**src/rtl/clock_ctrl_pkg.sv**
```systemverilog
// Shared mode codes, FSM state encoding and counter sizing helpers for the
// front-panel time-set controller.
package clock_ctrl_pkg;

   localparam logic [1:0] MODE_RUN     = 2'b00;
   localparam logic [1:0] MODE_SET_MIN = 2'b01;
   localparam logic [1:0] MODE_SET_HRS = 2'b10;

   localparam logic [2:0] ST_RUN      = 3'd0;
   localparam logic [2:0] ST_HRS_SLOW = 3'd1;
   localparam logic [2:0] ST_HRS_FAST = 3'd2;
   localparam logic [2:0] ST_MIN_SLOW = 3'd3;
   localparam logic [2:0] ST_MIN_FAST = 3'd4;

   typedef enum logic [2:0] {
      S_RUN      = ST_RUN,
      S_HRS_SLOW = ST_HRS_SLOW,
      S_HRS_FAST = ST_HRS_FAST,
      S_MIN_SLOW = ST_MIN_SLOW,
      S_MIN_FAST = ST_MIN_FAST
   } state_t;

   // Bits needed to hold the values 0 .. n-1 (at least one bit).
   function automatic int cnt_width(input int n);
      return (n <= 1) ? 1 : $clog2(n);
   endfunction

   function automatic logic [1:0] state_mode(input state_t s);
      case (s)
         S_HRS_SLOW, S_HRS_FAST: return MODE_SET_HRS;
         S_MIN_SLOW, S_MIN_FAST: return MODE_SET_MIN;
         default:                return MODE_RUN;
      endcase
   endfunction

endpackage

```
**src/rtl/button_debounce.sv**
```systemverilog
// One push-button input path: 2-flop synchroniser, stability counter that
// moves the debounced level, and a one-cycle pulse on its rising edge.
module button_debounce
   import clock_ctrl_pkg::*;
#(
   parameter int DEBOUNCE_CYCLES = 500_000
) (
   input  logic i_clk,
   input  logic i_reset,
   input  logic i_en,
   input  logic i_btn,
   output logic o_level,
   output logic o_press
);

   localparam int            CW       = cnt_width(DEBOUNCE_CYCLES);
   localparam logic [CW-1:0] CNT_LAST = CW'(DEBOUNCE_CYCLES - 1);

   logic          sync1_q, sync2_q;
   logic [CW-1:0] cnt_q, cnt_d;
   logic          level_q, level_d;
   logic          prev_q;

   // The synchroniser samples even while disabled so no raw activity is missed.
   always_ff @(posedge i_clk or posedge i_reset) begin
      if (i_reset) begin
         sync1_q <= 1'b0;
         sync2_q <= 1'b0;
      end else begin
         sync1_q <= i_btn;
         sync2_q <= sync1_q;
      end
   end

   always_comb begin
      cnt_d   = cnt_q;
      level_d = level_q;
      if (sync2_q == level_q) begin
         cnt_d = '0;
      end else if (cnt_q == CNT_LAST) begin
         level_d = sync2_q;
         cnt_d   = '0;
      end else begin
         cnt_d = cnt_q + 1'b1;
      end
   end

   always_ff @(posedge i_clk or posedge i_reset) begin
      if (i_reset) begin
         cnt_q   <= '0;
         level_q <= 1'b0;
         prev_q  <= 1'b0;
      end else if (i_en) begin
         cnt_q   <= cnt_d;
         level_q <= level_d;
         prev_q  <= level_q;
      end
   end

   // prev_q only advances when enabled, so an edge seen while frozen is held, not lost.
   assign o_level = level_q;
   assign o_press = i_en & level_q & ~prev_q;

endmodule

```
**src/rtl/clock_set_controller.sv**
```systemverilog
// Time-set sequencer: debounced hours/minutes buttons drive the set-mode FSM,
// the hold-to-accelerate counter and the per-field blink phase.
module clock_set_controller
   import clock_ctrl_pkg::*;
#(
   parameter int DEBOUNCE_CYCLES   = 500_000,
   parameter int HOLD_FAST_CYCLES  = 100_000_000,
   parameter int BLINK_HALF_CYCLES = 12_500_000
) (
   input  logic       i_clk,
   input  logic       i_reset,
   input  logic       i_en,
   input  logic       i_btn_hours,
   input  logic       i_btn_minutes,
   output logic [1:0] o_mode,
   output logic       o_fast_set,
   output logic       o_blank_hours,
   output logic       o_blank_minutes
);

   localparam int            HW         = cnt_width(HOLD_FAST_CYCLES);
   localparam int            BW         = cnt_width(BLINK_HALF_CYCLES);
   localparam logic [HW-1:0] HOLD_LAST  = HW'(HOLD_FAST_CYCLES - 1);
   localparam logic [BW-1:0] BLINK_LAST = BW'(BLINK_HALF_CYCLES - 1);
   localparam int            BTN_MIN    = 0;
   localparam int            BTN_HRS    = 1;

   // Reset asserts immediately but is released on a clock edge.
   logic [1:0] rst_sync_q;
   logic       rst_int;

   always_ff @(posedge i_clk or posedge i_reset) begin
      if (i_reset) rst_sync_q <= 2'b11;
      else         rst_sync_q <= {rst_sync_q[0], 1'b0};
   end
   assign rst_int = rst_sync_q[1];

   logic [1:0] btn_raw, btn_level, btn_press;
   assign btn_raw = {i_btn_hours, i_btn_minutes};

   generate
      for (genvar gi = 0; gi < 2; gi++) begin : g_btn
         button_debounce #(
            .DEBOUNCE_CYCLES (DEBOUNCE_CYCLES)
         ) u_debounce (
            .i_clk   (i_clk),
            .i_reset (rst_int),
            .i_en    (i_en),
            .i_btn   (btn_raw[gi]),
            .o_level (btn_level[gi]),
            .o_press (btn_press[gi])
         );
      end
   endgenerate

   state_t        state_q, state_d;
   logic [HW-1:0] hold_q, hold_d;
   logic [BW-1:0] blink_q, blink_d;
   logic          phase_q, phase_d;
   logic [1:0]    mode_q, mode_d;
   logic          fast_q, fast_d;
   logic          blank_h_q, blank_h_d;
   logic          blank_m_q, blank_m_d;

   always_comb begin
      state_d = state_q;
      hold_d  = hold_q;
      blink_d = blink_q;
      phase_d = phase_q;

      // Release is tested before the hold terminal so it wins in the same cycle.
      case (state_q)
         S_RUN: begin
            if (btn_press[BTN_HRS])      state_d = S_HRS_SLOW;
            else if (btn_press[BTN_MIN]) state_d = S_MIN_SLOW;
         end
         S_HRS_SLOW: begin
            if (!btn_level[BTN_HRS])     state_d = S_RUN;
            else if (hold_q == HOLD_LAST) state_d = S_HRS_FAST;
         end
         S_HRS_FAST: begin
            if (!btn_level[BTN_HRS])     state_d = S_RUN;
         end
         S_MIN_SLOW: begin
            if (!btn_level[BTN_MIN])     state_d = S_RUN;
            else if (hold_q == HOLD_LAST) state_d = S_MIN_FAST;
         end
         S_MIN_FAST: begin
            if (!btn_level[BTN_MIN])     state_d = S_RUN;
         end
         default: state_d = S_RUN;
      endcase

      if (state_q == S_RUN || state_d == S_RUN) begin
         hold_d  = '0;
         blink_d = '0;
         phase_d = 1'b0;
      end else begin
         if (hold_q != HOLD_LAST) hold_d = hold_q + 1'b1;
         if (blink_q == BLINK_LAST) begin
            blink_d = '0;
            phase_d = ~phase_q;
         end else begin
            blink_d = blink_q + 1'b1;
         end
      end

      mode_d    = state_mode(state_d);
      fast_d    = (state_d == S_HRS_FAST) || (state_d == S_MIN_FAST);
      blank_h_d = phase_d & ((state_d == S_HRS_SLOW) || (state_d == S_HRS_FAST));
      blank_m_d = phase_d & ((state_d == S_MIN_SLOW) || (state_d == S_MIN_FAST));
   end

   always_ff @(posedge i_clk or posedge rst_int) begin
      if (rst_int) begin
         state_q   <= S_RUN;
         hold_q    <= '0;
         blink_q   <= '0;
         phase_q   <= 1'b0;
         mode_q    <= MODE_RUN;
         fast_q    <= 1'b0;
         blank_h_q <= 1'b0;
         blank_m_q <= 1'b0;
      end else if (i_en) begin
         state_q   <= state_d;
         hold_q    <= hold_d;
         blink_q   <= blink_d;
         phase_q   <= phase_d;
         mode_q    <= mode_d;
         fast_q    <= fast_d;
         blank_h_q <= blank_h_d;
         blank_m_q <= blank_m_d;
      end
   end

   assign o_mode          = mode_q;
   assign o_fast_set      = fast_q;
   assign o_blank_hours   = blank_h_q;
   assign o_blank_minutes = blank_m_q;

endmodule

```
**config.mk**
```make
export PLATFORM = sky130hd
export DESIGN_NAME = clock_set_controller
export DESIGN_NICKNAME = d
export VERILOG_FILES = /design/src/rtl/clock_ctrl_pkg.sv /design/src/rtl/button_debounce.sv /design/src/rtl/clock_set_controller.sv
export SDC_FILE = /design/constraint.sdc
export NUM_CORES = 1
export LEC_CHECK = 0
export ABC_AREA = 1
export BUFFER_PORTS_ARGS = -buffer_cell sky130_fd_sc_hd__buf_4
export CORE_MARGIN = 8
export CORE_UTILIZATION = 25
export CTS_BUF_LIST = sky130_fd_sc_hd__clkbuf_2 sky130_fd_sc_hd__clkbuf_4 sky130_fd_sc_hd__clkbuf_8
export DETAILED_ROUTE_END_ITERATION = 8
export PLACE_DENSITY = 0.42
export SLEW_MARGIN = 20
export SYNTH_ARGS = -nofsm -noshare
export SYNTH_HDL_FRONTEND = slang
export SYNTH_SLANG_ARGS = --single-unit
```
**constraint.sdc**
```tcl
create_clock -name i_clk -period 3.6 [get_ports i_clk]
set_input_delay 1.08 -clock i_clk [delete_from_list [all_inputs] [get_ports i_clk]]
set_output_delay 1.08 -clock i_clk [all_outputs]
set_load 0.03 [all_outputs]
```
==> impl_metrics.toml, run 1 <==
[route]
wl_per_cell_um = 13.0
drc_errors = 0
drtIter0Drc = 274
dr.pass1.iters = 4
vias = 5385
wl_mm = 15.7
routed_via_density = 4.44
ant_nets = 0

[sta]
worst_slack_ns = 1.02
relSlewSlack = 0.457
setup_viol = 0
fin_hold_ws_ns = 0.360
worst_pin_slew_ns = 0.815
grt_setup_unrepaired = "no"
worst_clock_skew_ns = 0.0135
hold_viol = 0
tns_ns = 0
drv_slew = 0
max_freq_mhz = 388
timing.final.crit_period_ns = 2.58
period_share = 0.716

[setup_path]
endpoint_kind = "flip-flop"
setup.worst_path.start_class = "flip-flop"
worstPathArrival_ns = 2.84
r2r-end = "blink_q[16]"
reg2reg_depth = 12
r2r_setup_slack_ns = 1.02
critPathKind = "flip-flop to flip-flop"
r2r-start = "hold_q[0]"
worstPathMaxFanout = 22
cp.required_ns = 3.86

[die]
die-area_mm2 = 0.0311
die_w_um = 176
io_pins = 10
coreArea_mm2 = 0.0253
num_rows = 58
start_util = 0.255
die_y_um = 176

[clock_tree]
postCtsHoldBufs = 0
cts_setup_buffers = 0
clk_pin_slew_ns = 0.11
cts_tree = "yes"
cts_root_buf = "clkbuf_8"
cts_buffer_depth = 2
cts_inserted_buffers = 9
clk_latency_ns = 0.40
cts_resized = 0
cts_max_level = 3
cts_sinks = 108

[power_and_ir_drop]
switchingPower_mw = 0.607
p_seq_frac = 0.532
p_sw_frac = 0.255
p_int_mw = 1.77
p_per_area_mw_per_mm2 = 335
p_leak_nw = 3.12
p_clk_frac = 0.399
ir_drop_uv = 175
pwr-share-comb = 0.069

[synthesis]
synth_edf_count = 0
yosys.area.top_type = "dfrtp_1"
ys_ff_latch = 108
post-synth-top-count-cell = "nand2_1"
synth-main-ff-cell = "dfrtp_1"
syn_area_per_cell_um2 = 7.33
synthCells = 878
synth_nets = 887
async_flop_share = 1.00
yosysWarnings = 0
synth_cell_types = 46
ys_seq_area_frac = 0.420
yosys-top-cells-area = "dfrtp_1, nand2_1, nor2_1"
netlist_area_mm2 = 0.00644
synth_top_area_frac = 0.412
synthTopCellsByCount = "nand2_1, nor2_1, dfrtp_1"

[global_route]
grt_max_degree = 62
antenna_found_initial = 0
grt_pass1_vias = 5355
grt-ovfl-total = 0
grt_pass1_wl_mm = 27.0
grt_use_total = 0.106

[layout]
syn_to_final_growth_pct = 9.99
final_nets = 886
diodes = 0
fin_cells = 1212
layout-drive-gt1-share = 0.0646
fin_util = 0.280

[worst_hold_path]
min_from = "g_btn[0].u_debounce.sync1_q"
min-delay-path-class = "flip-flop to flip-flop"
holdPathStages = 0
hold_path_end = "g_btn[0].u_debounce.sync2_q"

[place]
place_congestion = 0.783
hpwl_mm = 11.1
place_inst = 1196
pre_cts_ws_ns = 0.772
numPortBuffers = 9

[flow_run]
cap_violations = 0

[status]
status = "finished, final reports clean"
power by group through the flow:
stage / Sequential, mW / Clock, mW / Combinational (mW)
2_1_floorplan: 1.29 / 0 / 0.117
3_5_place_dp: 1.29 / 0 / 0.168
5_1_grt: 1.27 / 1.04 / 0.189
6_report: 1.26 / 0.947 / 0.163
4_1_cts: 1.26 / 0.995 / 0.169
3_3_place_gp: 1.29 / 0 / 0.169
through the flow:
step	instance area [µm²]	total power, mW
3_5_place_dp	6830	1.46
5_1_grt	7080	2.50
6_report	7080	2.37
3_3_place_gp	6830	1.46
4_1_cts	7080	2.43
2_1_floorplan	6440	1.40
layer usage:
metal / global-route usage / wire [µm] / vias to the layer above
met1: 0.143 / 8080 / 2506
li1: - / - / 2823
met4: 0.0291 / 170 / 0
met5: 0 / 0 / -
met3: 0.0231 / 431 / 9
met2: 0.167 / 7070 / 47
kinds of logic (layout without fill, tap and decap cells):
| logic type | after synthesis | after routing | share of synthesized area |
|---|---|---|---|
| compound gates | 76 | 76 | 0.0678 |
| xor+xnor | 54 | 54 | 0.0735 |
| mux | 1 | 1 | 0.00155 |
| buf+inv | 131 | 135 | 0.0834 |
| simple gates | 503 | 503 | 0.345 |
| flops | 108 | 108 | 0.420 |
| other cells | 1 | 1 | 0.000582 |
| fa+ha+maj | 4 | 4 | 0.00777 |
critical path, stage by stage, from the launching register on:
cell and delay (ns):
dfrtp_1 0.41, ha_1 0.20, nand2_2 0.08, nor2_4 0.12
nand2_2 0.16, nor2_4 0.18, nand2_2 0.10, a21oi_4 0.20
nand4_4 0.15, nand2_2 0.39, inv_2 0.25, nand3_1 0.12
o21ai_0 0.09
registers in the layout (all words and copies together) (netlist names):
register	cells
o_mode	2
g_btn.u_debounce.sync2_q	2
state_q	3
g_btn.u_debounce.cnt_q	38
rst_sync_q	2
o_fast_set	1
hold_q	27
g_btn.u_debounce.sync1_q	2
phase_q	1
g_btn.u_debounce.o_level	2
g_btn.u_debounce.prev_q	2
o_blank_hours	1
blink_q	24
o_blank_minutes	1
cells in the final DEF (no fill, tap or decap), types with 2 or more instances in the layout:
cell type,n
nand2_2,7
nor4_1,13
nand2_1,229
dfstp_2,2
nand3_1,78
bufinv_16,3
a31oi_1,2
nor2_4,4
ha_1,4
clkbuf_8,10
nand4_1,23
inv_2,6
o21ai_1,9
o22ai_1,5
nor3b_1,2
o21ai_0,35
buf_4,14
xnor2_1,10
nor2_1,110
xor2_1,44
a21oi_1,13
dfrtp_1,106
a22oi_1,3
nor3_1,30
inv_1,96
worst max-delay path by stage:
| stage | from | end | slack, ns | depth (start not counted) |
|---|---|---|---|---|
| global route | hold_q[0] | blink_q[16] | 0.77 | 12 |
| CTS | hold_q[0] | blink_q[16] | 0.97 | 12 |
| floorplan | rst_sync_q[1] | blink_q[0] | 0.48 | 1 |
| detailed placement | i_en | blink_q[16] | 0.77 | 9 |
| global placement | i_en | blink_q[16] | 0.83 | 9 |
| finish | hold_q[0] | blink_q[16] | 1.02 | 12 |
area by class of cell:
cell class | instances | area, µm²
clock inverters | 6 | 111
well taps | 330 | 413
inverters | 104 | 393
clock buffers | 10 | 138
repair buffers | 15 | 125
fillers | 2789 | 18200
multi-input cells | 639 | 3200
flip-flops and latches | 108 | 2710
(Power assumes the default switching activity.)
==> inputs of run 2 (changes only) <==
Settings changed: PLACE_DENSITY 0.42 to 0.43.
Clock period 3.6 ns to 2.17 ns, I/O delays scaled along.
==> impl_metrics.toml, run 2 (synthesis gave the netlist of run 1 again) <==
[clock_tree]
postCtsHoldBufs = 0
cts_inserted_buffers = 9
clk_latency_ns = 0.39
cts_sinks = 108
cts_root_buf = "clkbuf_8"
clk_pin_slew_ns = 0.10
cts_buffer_depth = 2
cts_max_level = 3
cts_tree = "yes"

[die]
io_pins = 10
die_w_um = 176
start_util = 0.255
num_rows = 58
die_y_um = 176
die-area_mm2 = 0.0311
coreArea_mm2 = 0.0253

[route]
drc_errors = 0
vias = 5653
ant_nets = 0
routed_via_density = 4.48
dr.pass1.iters = 4
wl_mm = 16.4
wl_per_cell_um = 13.0
drtIter0Drc = 279

[setup_path]
endpoint_kind = "flip-flop"
r2r-start = "hold_q[0]"
worstPathArrival_ns = 2.36
critPathMaxStageDelay_ns = 0.37
cp.required_ns = 2.45
crit_chain = "ha_2 > nand2_2 > nor2_4 > nand2_4 > nor2_4 > nand2_2 > nand2_1 > nand2_1 > nand2_2 > nand4_4 > nand3_4 > nand2_4 > nand2_1 > nand2_1"
cp_common_cell = "nand2_1"
setup.worst_path.start_class = "flip-flop"
worstPathMaxFanout = 13
cp-startpoint = "hold_q[0]"
critPathKind = "flip-flop to flip-flop"
slowest_stage = "dfrtp_1"

[power_and_ir_drop]
p_total_mw = 3.67
p_per_area_mw_per_mm2 = 488
p_leak_nw = 3.39
ir_drop_uv = 238

[sta]
grt_setup_unrepaired = "yes"
max_freq_mhz = 480
worst_slack_ns = 0.0864
tns_ns = 0
worst_pin_slew_ns = 0.626
timing.final.crit_period_ns = 2.08
hold_viol = 0
period_share = 0.960
setup_viol = 0
worst_clock_skew_ns = 0.00959
relSlewSlack = 0.583
drv_slew = 0

[layout]
ff_latch_area_mm2 = 0.00271
syn_to_final_growth_pct = 16.9
final_nets = 937
largest_reg_flops = 38
layout-drive-gt1-share = 0.133
fin_util = 0.298
reg_top3 = "g_btn.u_debounce.cnt_q x38, hold_q x27, blink_q x24"
top_register = "g_btn.u_debounce.cnt_q"
final_common_cell = "nand2_1"
final_cell_mix = "nand2_1, dfrtp_1, nor2_1, inv_1, nand3_1"
fill_cells = 2814
diodes = 0
multi_input_area_mm2 = 0.00328

[place]
hpwl_mm = 11.9
place_congestion = 0.833
numPortBuffers = 9
pre_cts_ws_ns = -0.0535

[flow_run]
cap_violations = 0

[global_route]
grt_pass1_vias = 5653
antenna_found_initial = 0
grt-ovfl-total = 0
grt_max_degree = 58
grt_pass1_wl_mm = 28.0
grt_use_total = 0.108

[status]
status = "finished, final reports clean"

[worst_hold_path]
min-delay-path-class = "input port to asynchronous set/reset pin"
[run 2: layer usage]
metal	track usage	wire, µm	up-vias
met1	0.151	8440	2650
li1	-	-	2921
met4	0.0291	179	0
met2	0.166	7220	70
met5	0	0	-
met3	0.0216	520	12
[run 2: worst max-delay path, delay by kind of cell, from the launching register on]
kind | cells | cell delay, ns
and+or+nand+nor | 13 | 1.42
adders and majority gates | 1 | 0.19
DFF | 1 | 0.37
[run 2: cell type report]
type | count | area share
clock buffer | 15 | 0.0249
clock inverter | 1 | 0.000665
inverter | 104 | 0.0529
multi-input combinational | 640 | 0.436
sequential | 108 | 0.359
tap | 330 | 0.0548
timing repair buffer | 65 | 0.0713
[run 2: repair_timing]
item                                    CTS  global route
gates cloned                              0             1
endpoints found under the setup margin   13            59
pin swaps                                 0             9
gates resized for setup                   4            21
buffers inserted                          0             3
[run 2: where the power goes]
| part | leakage, nW | internal [mW] | switching (mW) | total [mW] |
|---|---|---|---|---|
| sequential | 1.48 | 2.06 | 0.0410 | 2.10 |
| combinational | 1.81 | 0.104 | 0.212 | 0.316 |
| clock | 0.104 | 0.552 | 0.706 | 1.26 |
| total | 3.39 | 2.71 | 0.959 | 3.67 |
[run 2: worst paths after layout]
path	end	slack, ns	cells past startpoint
hold / removal	rst_sync_q[1]	0.28	2
hold reg to reg	g_btn[0].u_debounce.cnt_q[18]	0.33	1
setup / recovery	hold_q[25]	0.09	14
max in group asynchronous	hold_q[16]	1.20	2
min in group i_clk	g_btn[0].u_debounce.sync2_q	0.36	0
setup reg to reg	hold_q[25]	0.09	14
[run 2: per-stage QoR]
| stage | hold slack [ns] | cells | cell area, µm² |
|---|---|---|---|
| 2_1_floorplan | 0.331 | 878 | 6440 |
| 3_3_place_gp | 0.347 | 1243 | 7210 |
| 3_5_place_dp | 0.338 | 1243 | 7210 |
| 4_1_cts | 0.264 | 1259 | 7420 |
| 5_1_grt | 0.279 | 1263 | 7530 |
| 6_report | 0.279 | 1263 | 7530 |
==> inputs of run 3 (changes only) <==
Settings changed: PLACE_DENSITY 0.43 to 0.44, SLEW_MARGIN 20 to default, SYNTH_HIERARCHICAL from default to 1.
==> impl_metrics.toml, run 3 <==
[route]
wl_per_cell_um = 12.2
vias = 5520
drtIter0Drc = 224
drc_errors = 0
ant_nets = 0
wl_mm = 15.6
routed_via_density = 4.32
dr.pass1.iters = 4

[clock_tree]
cts_sinks = 108
clk_pin_slew_ns = 0.11
cts_root_buf = "clkbuf_8"
cts_inserted_buffers = 9
cts_buffer_depth = 2
cts_max_level = 3
clk_latency_ns = 0.39
cts_tree = "yes"
postCtsHoldBufs = 0

[sta]
grt_setup_unrepaired = "yes"
hold_viol = 0
relSlewSlack = 0.659
max_freq_mhz = 495
setup_viol = 0
drv_slew = 0
worst_slack_ns = 0.148
worst_pin_slew_ns = 0.510
worst_clock_skew_ns = 0.0187
tns_ns = 0
fin_hold_ws_ns = 0.273
timing.final.crit_period_ns = 2.02
period_share = 0.932

[place]
place_inst = 1257
placed_area_mm2 = 0.00729
pre_cts_ws_ns = 0.0544
numPortBuffers = 9
place_congestion = 0.789
hpwl_mm = 11.5

[synthesis]
synth_cell_types = 37
netlist_area_mm2 = 0.00659
ys_ff_latch = 108
synthTopCellsByCount = "nand2_1, nor2_1, dfrtp_1"
syn_area_per_cell_um2 = 7.37
synth_top_area_frac = 0.403
synth_edf_count = 0
yosysWarnings = 6
synthCells = 894
ys_seq_area_frac = 0.411
synth_nets = 903
synth-main-ff-cell = "dfrtp_1"
yosys-top-cells-area = "dfrtp_1, nand2_1, nor2_1"
post-synth-top-count-cell = "nand2_1"
yosys.area.top_type = "dfrtp_1"
async_flop_share = 1.00

[setup_path]
r2r-start = "hold_q[1]"
setup.worst_path.start_class = "flip-flop"
r2r-end = "hold_q[7]"
critPathKind = "flip-flop to flip-flop"
reg2reg_depth = 12
worstPathArrival_ns = 2.30
cp.required_ns = 2.44
r2r_setup_slack_ns = 0.15
endpoint_kind = "flip-flop"
crit_path_end = "hold_q[7]"
worstPathMaxFanout = 22
cp-startpoint = "hold_q[1]"

[global_route]
grt_max_degree = 30
antenna_found_initial = 0
grt_pass1_vias = 5377
grt_pass1_wl_mm = 26.9
grt-ovfl-total = 0
grt_use_total = 0.103

[layout]
reg_top3 = "g_btn.u_debounce/cnt_q x38, hold_q x27, blink_q x24"
fin_cells = 1278
final_cell_mix = "nand2_1, nor2_1, dfrtp_1, inv_1, nand3_1"
diodes = 0
final_nets = 947
final_common_cell = "nand2_1"
top_register = "g_btn.u_debounce/cnt_q"
fin_util = 0.293
fill_cells = 2894
syn_to_final_growth_pct = 15.4
multi_input_area_mm2 = 0.00342
largest_reg_flops = 38
final_area_mm2 = 0.00760
layout-drive-gt1-share = 0.150
ff_latch_area_mm2 = 0.00271

[power_and_ir_drop]
p_total_mw = 3.69
p_leak_nw = 3.26
ir_drop_uv = 298
p_per_area_mw_per_mm2 = 485

[die]
die-area_mm2 = 0.0318
die_w_um = 178
die_y_um = 178
coreArea_mm2 = 0.0260
num_rows = 59
io_pins = 10
start_util = 0.254

[worst_hold_path]
min-delay-path-class = "input port to asynchronous set/reset pin"

[flow_run]
cap_violations = 0

[status]
status = "finished, final reports clean"
[run 3: cell count changes in the layout (fill, tap and decap cells not counted), moves of 7 or more]
cell	delta
nor2_1	+29
buf_4	-17
nand2_1	+21
a21oi_1	-12
nor3_1	-11
nand3_1	-19
o21bai_1	+8
o22ai_1	+7
o21ai_1	-9
o21ai_0	-11
o21ai_2	+22
inv_1	+7
[run 3: layout make-up]
| class | count | share of cell area |
|---|---|---|
| Inverter | 109 | 0.0543 |
| Clock buffer | 10 | 0.0173 |
| Clock inverter | 6 | 0.0114 |
| Tap cell | 335 | 0.0551 |
| Sequential cell | 108 | 0.356 |
| Timing Repair Buffer | 48 | 0.0545 |
| Timing Repair inverter | 1 | 0.000988 |
| Multi-Input combinational cell | 661 | 0.451 |
[run 3: critical path, cell delays in order (launching register included)]
cell	delay, ns
dfrtp_1	0.38
ha_1	0.17
nand2_1	0.07
nor2_2	0.13
nand2_2	0.10
nor2_4	0.15
nand2_2	0.10
a21oi_4	0.20
a31oi_4	0.12
buf_6	0.15
nor2_2	0.12
buf_12	0.18
nor2_1	0.05
[run 3: repair_timing]
action                                  in CTS  in global routing
gates resized for setup                      0                 14
setup buffers                                0                  4
endpoints found under the setup margin       0                 39
[run 3: cells by family (layout without fill, tap and decap cells)]
logic type / after synthesis / count (layout) / share of synthesized area
flip-flops: 108 / 108 / 0.411
AO/OA/AOI/OAI: 74 / 74 / 0.0828
XOR/XNOR: 53 / 53 / 0.0705
AND/OR/NAND/NOR: 529 / 529 / 0.351
other: 1 / 1 / 0.000569
adder cells (fa/ha/maj): 4 / 4 / 0.00760
buffers and inverters: 125 / 174 / 0.0767
[run 3: report_power, final]
| group | total, mW | leakage (nW) | switching, mW | internal [mW] |
|---|---|---|---|---|
| logic | 0.207 | 1.66 | 0.143 | 0.0637 |
| registers | 2.07 | 1.48 | 0.0275 | 2.04 |
| clock network | 1.41 | 0.110 | 0.750 | 0.665 |
[run 3: worst min path at each step]
stage | to | slack [ns]
6_report | rst_sync_q[0] | 0.27
5_1_grt | rst_sync_q[0] | 0.26
4_1_cts | rst_sync_q[1] | 0.25
3_5_place_dp | o_fast_set | 0.33
3_3_place_gp | o_fast_set | 0.33
2_1_floorplan | g_btn[0].u_debounce/sync2_q | 0.33
[run 3: routing by layer]
layer	GRT usage	wire [µm]	vias to the layer above
li1	-	-	2921
met1	0.142	8050	2552
met2	0.164	7150	31
met3	0.0142	225	16
met4	0.0334	226	0
met5	0	0	-
